$ cat src/rtl/cla_pkg.sv
// Shared constants and helpers for the carry look-ahead adder family.
// One look-ahead group covers one nibble of the operand word.
package cla_pkg;

  localparam int GROUP_W = 4;

  function automatic int group_count(input int width);
    return width / GROUP_W;
  endfunction

endpackage

$ cat src/rtl/cla_group4.sv
// Combinational 4-bit look-ahead unit: carries c1..c4 plus group propagate/generate.
// Used per nibble and again as the second-level unit over group P/G values.
module cla_group4
  import cla_pkg::*;
(
  input  logic [GROUP_W-1:0] p,
  input  logic [GROUP_W-1:0] g,
  input  logic               c0,
  output logic [GROUP_W-1:0] c,
  output logic               grp_p,
  output logic               grp_g
);

  // c[0] is c1 (carry into bit 1) through c[3], which is c4 (carry out of the group)
  assign c[0] = g[0]
              | (p[0] & c0);

  assign c[1] = g[1]
              | (p[1] & g[0])
              | (p[1] & p[0] & c0);

  assign c[2] = g[2]
              | (p[2] & g[1])
              | (p[2] & p[1] & g[0])
              | (p[2] & p[1] & p[0] & c0);

  assign c[3] = g[3]
              | (p[3] & g[2])
              | (p[3] & p[2] & g[1])
              | (p[3] & p[2] & p[1] & g[0])
              | (p[3] & p[2] & p[1] & p[0] & c0);

  assign grp_p = p[3] & p[2] & p[1] & p[0];

  assign grp_g = g[3]
               | (p[3] & g[2])
               | (p[3] & p[2] & g[1])
               | (p[3] & p[2] & p[1] & g[0]);

endmodule

$ cat src/rtl/cla_adder4.sv
// Registered carry look-ahead adder: {cout, s} = a + b + cin one cycle after in_valid.
// Exports word-level propagate/generate so wider adders can cascade it.
module cla_adder4
  import cla_pkg::*;
#(
  parameter int WIDTH = 4
) (
  input  logic             clk,
  input  logic             rst_n,
  input  logic             in_valid,
  input  logic [WIDTH-1:0] a,
  input  logic [WIDTH-1:0] b,
  input  logic             cin,
  output logic             out_valid,
  output logic [WIDTH-1:0] s,
  output logic             cout,
  output logic             grp_p,
  output logic             grp_g
);

  localparam int NG = group_count(WIDTH);

  logic [WIDTH-1:0]              p;
  logic [WIDTH-1:0]              g;
  logic [WIDTH-1:0]              sum;
  logic [NG-1:0]                 gp;
  logic [NG-1:0]                 gg;
  logic [NG-1:0][GROUP_W-1:0]    grp_c;
  logic [NG-1:0]                 grp_c4;
  logic [NG:0]                   gc;
  logic                          word_p;
  logic                          word_g;

  assign p = a ^ b;
  assign g = a & b;

  // gc[k] is the carry into group k; gc[NG] is the word carry-out
  for (genvar k = 0; k < NG; k++) begin : g_group
    cla_group4 u_grp (
      .p     (p[GROUP_W*k +: GROUP_W]),
      .g     (g[GROUP_W*k +: GROUP_W]),
      .c0    (gc[k]),
      .c     (grp_c[k]),
      .grp_p (gp[k]),
      .grp_g (gg[k])
    );

    assign grp_c4[k] = grp_c[k][GROUP_W-1];
    assign sum[GROUP_W*k +: GROUP_W] =
      p[GROUP_W*k +: GROUP_W] ^ {grp_c[k][GROUP_W-2:0], gc[k]};
  end

  if (NG == 1) begin : g_lvl2_none
    assign gc     = {grp_c4[0], cin};
    assign word_p = gp[0];
    assign word_g = gg[0];
  end else if (NG <= GROUP_W) begin : g_lvl2_unit
    logic [GROUP_W-1:0] lp;
    logic [GROUP_W-1:0] lg;
    logic [GROUP_W-1:0] l2c;
    logic               unused_c4;

    // Unused upper slots look like pass-through groups (P=1, G=0) so they leave P/G intact
    always_comb begin
      lp         = '1;
      lg         = '0;
      lp[NG-1:0] = gp;
      lg[NG-1:0] = gg;
    end

    cla_group4 u_lvl2 (
      .p     (lp),
      .g     (lg),
      .c0    (cin),
      .c     (l2c),
      .grp_p (word_p),
      .grp_g (word_g)
    );

    assign gc        = {l2c[NG-1:0], cin};
    assign unused_c4 = ^{grp_c4, l2c};
  end else begin : g_lvl2_loop
    logic [NG:1] carry;
    logic        unused_c4;

    // Sum-of-products look-ahead over all groups, unrolled at elaboration
    always_comb begin
      logic term;
      carry  = '0;
      word_p = &gp;
      word_g = 1'b0;
      term   = 1'b0;
      for (int k = 1; k <= NG; k++) begin
        term = cin;
        for (int m = 0; m < k; m++) term = term & gp[m];
        carry[k] = term;
        for (int j = 0; j < k; j++) begin
          term = gg[j];
          for (int m = j + 1; m < k; m++) term = term & gp[m];
          carry[k] = carry[k] | term;
          if (k == NG) word_g = word_g | term;
        end
      end
    end

    assign gc        = {carry, cin};
    assign unused_c4 = ^grp_c4;
  end

  // Result registers only load on valid; an idle edge just drops out_valid
  always_ff @(posedge clk or negedge rst_n) begin
    if (!rst_n) begin
      out_valid <= 1'b0;
      s         <= '0;
      cout      <= 1'b0;
      grp_p     <= 1'b0;
      grp_g     <= 1'b0;
    end else begin
      out_valid <= in_valid;
      if (in_valid) begin
        s     <= sum;
        cout  <= gc[NG];
        grp_p <= word_p;
        grp_g <= word_g;
      end
    end
  end

endmodule

$ cat config.mk
export PLATFORM = sky130hd
export DESIGN_NAME = cla_adder4
export DESIGN_NICKNAME = d
export VERILOG_FILES = /design/src/rtl/cla_pkg.sv /design/src/rtl/cla_group4.sv /design/src/rtl/cla_adder4.sv
export SDC_FILE = /design/constraint.sdc
export NUM_CORES = 1
export LEC_CHECK = 0
export ABC_AREA = 1
export BUFFER_PORTS_ARGS = -buffer_cell sky130_fd_sc_hd__buf_2
export CELL_PAD_IN_SITES_DETAIL_PLACEMENT = 1
export CELL_PAD_IN_SITES_GLOBAL_PLACEMENT = 2
export CORE_MARGIN = 3
export CORE_UTILIZATION = 25
export CTS_BUF_LIST = sky130_fd_sc_hd__clkbuf_16
export DETAILED_ROUTE_END_ITERATION = 10
export HOLD_SLACK_MARGIN = 0.03
export PLACE_DENSITY_LB_ADDON = 0.1
export SYNTH_ARGS = -nofsm -noshare
export SYNTH_HDL_FRONTEND = slang
export SYNTH_SLANG_ARGS = --single-unit
$ cat constraint.sdc
create_clock -name clk -period 1.9 [get_ports clk]
set_input_delay 0.19 -clock clk [delete_from_list [all_inputs] [get_ports clk]]
set_output_delay 0.19 -clock clk [all_outputs]
set_load 0.02 [all_outputs]
; Word level (Yosys, flattened, before mapping)
; Cells that the tools add are included.
[op_classes]
bitwise = 29
mul = 0
n_shift = 0
mux = 0
n_div = 0
n_eq_ne = 0
n_reduce_logical = 0
order_cmp = 0
addsub = 0
[op_table]
columns = cell, n
row1 = 1-bit bitwise AND, 16
row2 = 1-bit OR, 10
row3 = 4-bit XOR, 2
row4 = 4-bit bitwise AND, 1
[totals]
wordCells = 34
ff_bits = 8
latch_bits = 0
inputBits = 12
memories = 0
ramBits = 0
rom_bits = 0

; Logic depth before layout (Yosys ltp)
; Gate-level depths: netlist of run 1.
[logic_depth]
word_depth = 6
mapped_depth = 8
ltp_nobuf = 8

; By module
; A second synthesis of run 1 with hierarchy kept.
[unflattened]
hier_cells = 78
hier_area_um2 = 521.8
[modules_own_cells]
columns = mod, cells_each, area_per_inst_um2, instances
row1 = cla_adder4, 51, 409.1, 1
row2 = cla_group4, 27, 112.6, 1

; Worst setup path after synthesis of run 1
; Ideal clock, no wire load.
[synth_path]
kind = in2reg
from = input port a[2]
to = register s[3]
setup_slack_ps = 809
t_arrival_ps = 974
t_required_ps = 1783
setup_time_ps = 117
stages = 6
cell_sequence = ha_1 or2_0 nand2_1 nand3_1 nand3_1 nand2_1
[synth_via]
elab_chain_cells = 6
word_cells_on_any_way = 11
cone_classes = bitwise (11)
[synth_lines]
columns = element, line_no
row1 = from (decl), cla_adder4.sv:11  ; input logic [WIDTH-1:0] a,
row2 = 4-bit XOR, cla_adder4.sv:34  ; assign p = a ^ b;
row3 = "1-bit bitwise AND, on equally long branches", "cla_group4.sv:23, cla_group4.sv:24, cla_group4.sv:25"
row4 = "1-bit OR, or another cell as far along", cla_group4.sv:23  ; | (p[2] & g[1])
row5 = 1-bit OR or 1-bit bitwise AND (tied branches), "cla_group4.sv:24, cla_group4.sv:25"
row6 = 1-bit OR *, cla_group4.sv:25  ; | (p[2] & p[1] & p[0] & c0);
row7 = 4-bit XOR *, cla_adder4.sv:50  ; p[GROUP_W*k +: GROUP_W] ^ {grp_c[k][GROUP_W-2:0], gc[k]};
row8 = to (signal assigned), cla_adder4.sv:121  ; s <= sum;
row9 = to (decl), cla_adder4.sv:15  ; output logic [WIDTH-1:0] s,
; Mark *: on every way between the ends. The rest lies on a longest branch, timed or not.
; A chain may end at the register's enable or synchronous reset.

; Final worst setup path of run 1
; Ends and elaborated chain as after synthesis.

==> flow_metrics.py, run 1 <==
metrics = {
    "worst_setup_path": {
        "crit_path_max_fanout": 5,
        "r2r-start": "cout",
        "reg2regPathDepth": 2,
        "crit_cells": 7,
        "start_kind": "primary input",
        "worstPathArrival_ns": 1.15,
        "startpoint": "a[2]",
        "worstSetupEndpoint": "s[3]",
        "critical_path.endpoint_type": "register",
        "cp_slowest_cell": "ha_1",
        "worstPathRequired_ns": 2.02,
        "slowest_delay_ns": 0.34,
        "timing.rr.end": "cout",
        "crit_buf_inv": 1,
        "critPathKind": "in -> reg",
        "cpLargestDelayFamily": "simple AND/OR/NAND/NOR gates",
        "ff2ff_setup_slack_ns": 1.26,
        "cp_cell_sequence": "buf_2 -> ha_1 -> or2_0 -> nand2_1 -> nand3_1 -> nand3_1 -> nand2_1",
    },
    "clock_tree": {
        "clock_path_buffers": 2,
        "cts_sinks": 8,
        "clk_pin_slew_ns": 0.04,
        "hold_buffers": 1,
        "cts-root-buf": "clkbuf_16",
        "cts_buffers": 3,
        "cts_resized": 0,
        "insertion_delay_ns": 0.23,
        "cts_setup_buffers": 0,
        "cts_tree": "yes",
        "htreeDepth": 1,
    },
    "min_path": {
        "hold_path.class": "in -> reg",
    },
    "die": {
        "io_pins": 20,
        "die_w_um": 49.38,
        "std_cell_rows": 15,
        "dieArea_sq_um": 2438,
        "fp.coreArea_sq_um": 1745,
        "dieHeight_um": 49.38,
        "initial_core_util_pct": 26.95,
    },
    "drt": {
        "vias": 451,
        "antenna_left": 0,
        "route.detailed.drc": 0,
        "first_pass_iters": 2,
        "vias_per_cell": 4.176,
        "drtIter0Drc": 3,
        "routed_wl_um": 1075,
        "wire_per_inst_um": 9.954,
    },
    "sta": {
        "slew_headroom_pct": 84.71,
        "fin_skew_ns": 0,
        "fmax_mhz": 969.1,
        "maxSlewViolCount": 0,
        "post-route-period-util_pct": 54.31,
        "finalSetupTns_ns": 0,
        "hold_viol": 0,
        "worstMarginPinSlew_ns": 0.2279,
        "setup_viol_count_final": 0,
        "finalCriticalPeriod_ns": 1.032,
        "rsz0062_at_grt": "no",
    },
    "grt": {
        "grt_pass1_vias": 490,
        "grt_max_degree": 10,
        "grt_pass1_wl_um": 2035,
        "overflow": 0,
        "track_usage_pct": 10.78,
        "antenna_found_initial": 0,
    },
    "yosys": {
        "synth_top_area_cell": "dfrtp_1",
        "avgSynthCellArea_sq_um": 7.841,
        "synth_area_sq_um": 470.5,
        "ys_warn_count": 0,
        "synth_edf_count": 0,
        "async_reset_ff_share_pct": 100.0,
        "synth.ff_latch_count": 8,
        "synth.distinct_cells": 14,
        "synth_common_cells": "nand2_1 (23), dfrtp_1 (8), inv_1 (8)",
        "ys.flop_type": "dfrtp_1",
        "netlist_top_cells_area": "dfrtp_1 (43%), nand2_1 (18%), ha_1 (11%)",
        "synthesis.instances": 60,
        "yosysTopAreaCellShare_pct": 42.55,
        "synth.most_common_cell": "nand2_1",
        "syn-num-nets": 77,
        "seq_area_frac_synth_pct": 42.55,
    },
    "run_status": {
        "status": "finished, final reports clean",
    },
    "placement": {
        "place_congestion": 0.7168,
        "portBuffers": 19,
        "place_hpwl_um": 905.4,
    },
    "power_and_ir_drop": {
        "finalPower_mw": 0.6915,
        "power_leakage_nw": 0.3952,
        "peakVddDrop_mv": 0.3131,
        "powerDensity_nw_per_um2": 1014,
    },
    "run": {
        "drv_cap": 0,
    },
    "final_layout": {
        "antenna_cells": 0,
        "synthToLayoutAreaGrowth_pct": 44.95,
        "drive_above_1_share_pct": 26.51,
        "fin_nets": 102,
    },
}
[worst min-delay path by stage]
stage                 to  depth (start not counted)  slack (ns)     start
6_report       out_valid                          1        0.15  in_valid
5_1_grt        out_valid                          1        0.16  in_valid
4_1_cts        out_valid                          1        0.14  in_valid
3_5_place_dp        s[0]                          1        0.04     rst_n
3_3_place_gp        s[0]                          1        0.04     rst_n
2_1_floorplan       cout                          0       -0.11     rst_n
[area by class of cell]
cell class	instances	area, sq um
repair buffers	20	105.1
multi-input cells	43	236.5
clock buffers	3	75.07
flip-flops and latches	8	200.2
inverters	9	33.78
fillers	225	1064
well taps	25	31.28
[placed cells by master, fill, tap and decap left out, drive strengths merged]
cell type    instances
a21oi                1
buf                 19
clkbuf               3
clkinv               1
dfrtp                8
dlygate4sd3          1
fa                   1
ha                   4
inv                  8
nand2               23
nand3                4
nand4                1
nor2                 3
o211ai               1
o21ai                3
or2                  1
xor2                 1
[worst reg2reg max path, stage by stage, from the launching register on]
cell and delay (ns):
dfrtp_1 0.36, nand2_1 0.07, o211ai_1 0.09
[per-stage QoR]
| step | hold WS [ns] | util, % | area, sq um | worst slack [ns] | instances |
|---|---|---|---|---|---|
| floorplan | -0.1056 | - | 470.5 | 0.8090 | 60 |
| finish | 0.1469 | 39.07 | 681.9 | 0.8681 | 108 |
| global route | 0.1606 | 39.07 | 681.9 | 0.7500 | 108 |
| global placement | 0.04390 | 34.19 | 596.8 | 0.6291 | 104 |
| CTS | 0.1448 | 39.07 | 681.9 | 0.8557 | 108 |
| detailed placement | 0.04260 | 34.19 | 596.8 | 0.6169 | 104 |
[metal layers]
layer  up-vias  wire (um)  global-route usage (%)
met1       199        510                   12.36
li1        235          -                       -
met3         2         60                   2.141
met4         0         17                   6.912
met5         -          0                       0
met2        15        487                   18.08
[kinds of logic after synthesis]
group / count (synthesis) / synth area share [%]
AOI/OAI and AO/OA: 5 / 5.850
xor gates and xnor gates: 1 / 1.862
adders and majority gates: 5 / 14.89
buffers and inverters: 9 / 7.180
DFF: 8 / 42.55
and+or+nand+nor: 32 / 27.66
[registers in the layout (all words and copies together) (netlist names)]
signal     count
grp_g          1
out_valid      1
cout           1
grp_p          1
s              4
[where the power goes]
group	switching [mW]	internal (mW)	leakage [nW]
clock	0.0763	0.271	0.0370
sequential	0.00969	0.193	0.0987
combinational	0.0879	0.0535	0.260
total	0.174	0.518	0.395
(Power assumes the default switching activity.)
==> run 2, diff against run 1 <==
- ABC_AREA: 1 -> 0
- clock period: 1.9 -> 1 ns (I/O delays scaled with it)
==> flow_metrics.py, run 2 <==
metrics = {
    "power_and_ir_drop": {
        "peakVddDrop_mv": 0.5266,
        "p_sw_share_pct": 24.29,
        "p_seq_share_pct": 28.6,
        "powerDensity_nw_per_um2": 1839,
        "p_switching_mw": 0.3309,
        "power_frac_comb_pct": 23.6,
        "pwr-share-clk_pct": 47.8,
        "internal_power_mw": 1.031,
        "power_leakage_nw": 0.3615,
    },
    "final_layout": {
        "final_common_cell": "buf_2",
        "fillCellCount": 188,
        "regMostFlops": "s",
        "fin_nets": 92,
        "synthToLayoutAreaGrowth_pct": 64.44,
        "multi_input_area_sq_um": 259.0,
        "largest_reg_flops": 4,
        "antenna_cells": 0,
        "drive_above_1_share_pct": 49.32,
        "regArea_sq_um": 200.2,
        "final_cell_mix": "buf_2 (19), dfrtp_1 (8), buf_4 (6), inv_1 (4), nand2_1 (4)",
    },
    "grt": {
        "antenna_found_initial": 0,
        "grt_pass1_vias": 453,
        "grt_pass1_wl_um": 1904,
        "grt_max_degree": 9,
        "overflow": 0,
        "track_usage_pct": 10.68,
    },
    "die": {
        "dieHeight_um": 48.45,
        "io_pins": 20,
        "fp.coreArea_sq_um": 1594,
        "std_cell_rows": 14,
        "dieArea_sq_um": 2347,
        "die_w_um": 48.45,
        "initial_core_util_pct": 28.26,
    },
    "yosys": {
        "synth_area_sq_um": 450.4,
        "synth_top_area_cell": "dfrtp_1",
        "synth.ff_latch_count": 8,
        "synth_edf_count": 0,
        "async_reset_ff_share_pct": 100.0,
        "synth.most_common_cell": "dfrtp_1",
        "ys.flop_type": "dfrtp_1",
        "synthesis.instances": 44,
        "ys_warn_count": 0,
        "synth_common_cells": "dfrtp_1 (8), inv_1 (6), ha_1 (4), nand2_1 (4)",
        "synth.distinct_cells": 20,
        "avgSynthCellArea_sq_um": 10.24,
        "syn-num-nets": 61,
        "seq_area_frac_synth_pct": 44.44,
        "netlist_top_cells_area": "dfrtp_1 (44%), ha_1 (11%), inv_1 (5.0%)",
        "yosysTopAreaCellShare_pct": 44.44,
    },
    "drt": {
        "route.detailed.drc": 0,
        "routed_wl_um": 1116,
        "drtIter0Drc": 3,
        "vias_per_cell": 4.557,
        "first_pass_iters": 3,
        "wire_per_inst_um": 11.51,
        "vias": 442,
        "antenna_left": 0,
    },
    "sta": {
        "post-route-period-util_pct": 94.81,
        "worstMarginPinSlew_ns": 0.2452,
        "fin_skew_ns": 0,
        "setup_viol_count_final": 0,
        "hold_viol": 0,
        "slew_headroom_pct": 83.58,
        "finalCriticalPeriod_ns": 0.9481,
        "rsz0062_at_grt": "yes",
        "holdWs_ns": 0.09319,
        "fin_ws_ns": 0.05189,
        "maxSlewViolCount": 0,
        "fmax_mhz": 1055,
    },
    "clock_tree": {
        "cts_buffers": 3,
        "cts_tree": "yes",
        "clock_path_buffers": 2,
        "cts_sinks": 8,
        "insertion_delay_ns": 0.23,
        "clk_pin_slew_ns": 0.03,
        "cts-root-buf": "clkbuf_16",
        "htreeDepth": 1,
    },
    "worst_setup_path": {
        "worstPathRequired_ns": 1.13,
        "reg2regPathDepth": 1,
        "start_kind": "primary input",
        "critPathKind": "in -> reg",
        "r2r-start": "s[1]",
        "ff2ff_setup_slack_ns": 0.26,
        "critical_path.endpoint_type": "register",
        "crit_path_max_fanout": 7,
        "timing.rr.end": "s[1]",
        "worstPathArrival_ns": 1.08,
    },
    "min_path": {
        "min_from": "in_valid",
        "hold_path.class": "in -> reg",
        "holdPathStages": 1,
        "min_to": "out_valid",
    },
    "run": {
        "drv_cap": 0,
    },
    "placement": {
        "place_hpwl_um": 939.2,
        "place_ws_ns": -0.1747,
        "portBuffers": 19,
        "place_congestion": 0.7244,
    },
    "run_status": {
        "status": "finished, final reports clean",
    },
}
[run 2: cell types whose count changed after synthesis, moves of 2 or more]
cell / delta
nand3_1: -3
inv_1: -2
a21oi_1: +2
o22a_1: +2
nor2_1: -3
nand2_1: -19
nand4_1: +2
[run 2: timing repair]
action,4_1_cts,5_1_grt
hold buffers,1,0
setup endpoints to repair,0,1
resized for setup,0,1
buffers inserted,0,0
hold endpoints to repair,8,0
[run 2: per-stage QoR]
| stage | utilization [%] | std cells | TNS, ns | power, mW | instance area, sq um |
|---|---|---|---|---|---|
| floorplan | - | 44 | -0.02675 | 0.5756 | 481.7 |
| global placement | 40.89 | 93 | -0.7070 | 0.7082 | 651.9 |
| detailed placement | 40.89 | 93 | -0.7777 | 0.7135 | 651.9 |
| CTS | 46.23 | 97 | 0 | 1.376 | 737.0 |
| global route | 46.47 | 97 | -0.01596 | 1.432 | 740.7 |
| finish | 46.47 | 97 | 0 | 1.362 | 740.7 |
[run 2: power by group through the flow]
stage / logic (mW) / registers, mW / clock network (mW)
5_1_grt: 0.353 / 0.400 / 0.679
3_3_place_gp: 0.314 / 0.394 / 0
6_report: 0.322 / 0.390 / 0.651
4_1_cts: 0.323 / 0.391 / 0.661
2_1_floorplan: 0.124 / 0.451 / 0
3_5_place_dp: 0.318 / 0.395 / 0
[run 2: per-layer routing]
metal,routed length (um),track usage (%),vias to the layer above
met5,0,0,-
met3,69,3.681,2
li1,-,-,219
met1,512,12.67,206
met2,526,16.28,15
met4,8,7.109,0
[run 2: cell type report]
type | instances | share of cell area [%]
multi-input combinational | 29 | 34.97
tap | 24 | 4.054
clock buffer | 3 | 10.14
inverter | 7 | 3.547
timing repair buffer | 26 | 20.27
sequential | 8 | 27.03
[run 2: worst max-delay path by stage]
stage                     startpoint   end  slack (ns)  cells past startpoint
after detailed placement        a[0]  s[3]       -0.17                      5
after global routing            b[2]  s[3]       -0.02                      5
final                           b[2]  s[3]        0.05                      5
after floorplan                 a[1]  s[2]       -0.03                      4
after CTS                       b[2]  s[3]        0.05                      5
after global placement          b[0]  s[2]       -0.16                      5
[run 2: critical path, stage by stage]
cell     delay [ns]
buf_2          0.11
ha_4           0.30
nand3_1        0.12
and4_1         0.22
o31ai_1        0.22
[run 2: logic make-up (layout without fill, tap and decap cells)]
family                     after synthesis  in the layout  share of synthesized area, %
DFF                                      8              8                         44.44
AOI/OAI and AO/OA                       10             10                         14.45
and+or+nand+nor                         12             12                         15.28
xor gates and xnor gates                 1              1                         1.945
muxes                                    1              1                         2.500
adders and majority gates                5              5                         15.56
buffers and inverters                    7             36                         5.832
==> run 3, diff against run 2 <==
- CELL_PAD_IN_SITES_GLOBAL_PLACEMENT: 2 -> 1
- CORE_UTILIZATION: 25 -> 31
==> flow_metrics.py, run 3 (same netlist as run 2, synthesis figures left out) <==
metrics = {
    "final_layout": {
        "drive_above_1_share_pct": 50.00,
        "final_common_cell": "buf_2",
        "final_cell_mix": "buf_2 (19), dfrtp_1 (8), buf_4 (5), inv_1 (4), nand2_1 (4)",
        "antenna_cells": 0,
        "largest_reg_flops": 4,
        "finish.utilization_pct": 55.07,
        "synthToLayoutAreaGrowth_pct": 63.06,
        "regMostFlops": "s",
        "fin_nets": 91,
        "fillCellCount": 165,
    },
    "clock_tree": {
        "cts-root-buf": "clkbuf_16",
        "cts_buffers": 3,
        "htreeDepth": 1,
        "cts_sinks": 8,
        "insertion_delay_ns": 0.23,
        "clock_path_buffers": 2,
        "cts_tree": "yes",
        "clk_pin_slew_ns": 0.04,
    },
    "die": {
        "std_cell_rows": 13,
        "dieArea_sq_um": 1947,
        "initial_core_util_pct": 33.77,
        "io_pins": 20,
        "die_w_um": 44.12,
        "fp.coreArea_sq_um": 1334,
        "dieHeight_um": 44.12,
    },
    "grt": {
        "antenna_found_initial": 0,
        "grt_max_degree": 9,
        "grt_pass1_wl_um": 2304,
        "track_usage_pct": 16.71,
        "overflow": 0,
        "grt_pass1_vias": 483,
    },
    "placement": {
        "place_ws_ns": -0.1978,
        "place_congestion": 0.6854,
        "portBuffers": 19,
        "place_hpwl_um": 904.4,
    },
    "worst_setup_path": {
        "critPathKind": "in -> reg",
        "worstPathRequired_ns": 1.16,
        "cp_slowest_cell": "ha_4",
        "worstPathArrival_ns": 1.13,
        "cp_cell_sequence": "buf_2 -> ha_4 -> nand3_1 -> a31oi_1 -> o22a_1",
        "timing.rr.end": "s[1]",
        "reg2regPathDepth": 1,
        "slowest_delay_ns": 0.30,
        "ff2ff_setup_slack_ns": 0.20,
        "start_kind": "primary input",
        "crit_path_max_fanout": 7,
        "r2r-start": "s[1]",
        "critical_path.endpoint_type": "register",
    },
    "sta": {
        "setup_viol_count_final": 0,
        "finalCriticalPeriod_ns": 0.9660,
        "finalSetupTns_ns": 0,
        "fin_ws_ns": 0.03400,
        "fmax_mhz": 1035,
        "post-route-period-util_pct": 96.60,
        "hold_viol": 0,
        "holdWs_ns": 0.08686,
        "fin_skew_ns": 0,
        "maxSlewViolCount": 0,
        "rsz0062_at_grt": "no",
        "worstMarginPinSlew_ns": 0.2468,
        "slew_headroom_pct": 83.47,
    },
    "min_path": {
        "hold_path.class": "in -> reg",
        "holdPathStages": 1,
        "min_to": "out_valid",
        "min_from": "in_valid",
    },
    "run": {
        "drv_cap": 0,
    },
    "drt": {
        "antenna_left": 0,
        "route.detailed.drc": 0,
        "wire_per_inst_um": 16.78,
        "first_pass_iters": 4,
        "vias": 458,
        "drtIter0Drc": 5,
        "vias_per_cell": 5.264,
        "routed_wl_um": 1460,
    },
    "power_and_ir_drop": {
        "powerDensity_nw_per_um2": 1922,
        "power_leakage_nw": 0.3567,
        "finalPower_mw": 1.412,
        "peakVddDrop_mv": 0.8534,
    },
    "run_status": {
        "status": "finished, final reports clean",
    },
}
==> run 3: cell types whose count changed in the layout (fill, tap and decap cells not counted) <==
cell,previous run,this run
buf_4,6,5
ha_4,2,3
ha_1,2,1
==> run 3: layout make-up <==
type                            count  area, sq um  area share [%]
Inverter                            7        26.28           3.578
Sequential cell                     8        200.2           27.26
Clock buffer                        3        75.07           10.22
Tap cell                           15        18.77           2.555
Multi-Input combinational cell     29        271.5           36.97
Timing Repair Buffer               25        142.6           19.42
==> run 3: timing repair <==
action | 4_1_cts | 5_1_grt
endpoints found under the hold margin | 8 | 0
hold buffers | 1 | 0
setup buffers | 0 | 0
setup endpoints to repair | 0 | 3
gates resized for setup | 0 | 2
==> run 3: power breakdown <==
group          total [mW]  leakage (nW)  internal (mW)  switching [mW]
clock network       0.676        0.0370          0.516           0.160
logic               0.336         0.223          0.149           0.187
registers           0.399        0.0964          0.370          0.0296
==> run 3: worst max-delay path by stage <==
stage / from / endpoint / slack (ns) / depth (start not counted)
after floorplan: a[1] / s[2] / -0.03 / 4
after detailed placement: b[1] / s[2] / -0.20 / 5
after global routing: b[1] / s[2] / 0.007 / 5
after CTS: a[2] / cout / 0.02 / 5
after global placement: a[1] / s[2] / -0.16 / 5
final: b[2] / cout / 0.03 / 5
==> run 3: critical path: cells and delay by family <==
family / cells / cell delay, ns
buffers and inverters: 1 / 0.11
adder cells (fa/ha/maj): 1 / 0.30
AO/OA/AOI/OAI: 2 / 0.49
AND/OR/NAND/NOR: 1 / 0.13
==> run 3: stage by stage <==
stage | instance area (sq um) | cells
floorplan | 481.7 | 44
global placement | 633.1 | 83
detailed placement | 633.1 | 83
CTS | 718.2 | 87
global route | 734.5 | 87
finish | 734.5 | 87
==> run 3: routing by layer <==
layer	track usage, %	share of wire, %	up-vias
met2	28.78	53	14
met3	4.472	4.8	0
met5	0	0	-
li1	-	-	216
met1	18.53	42	228
met4	9.036	0	0
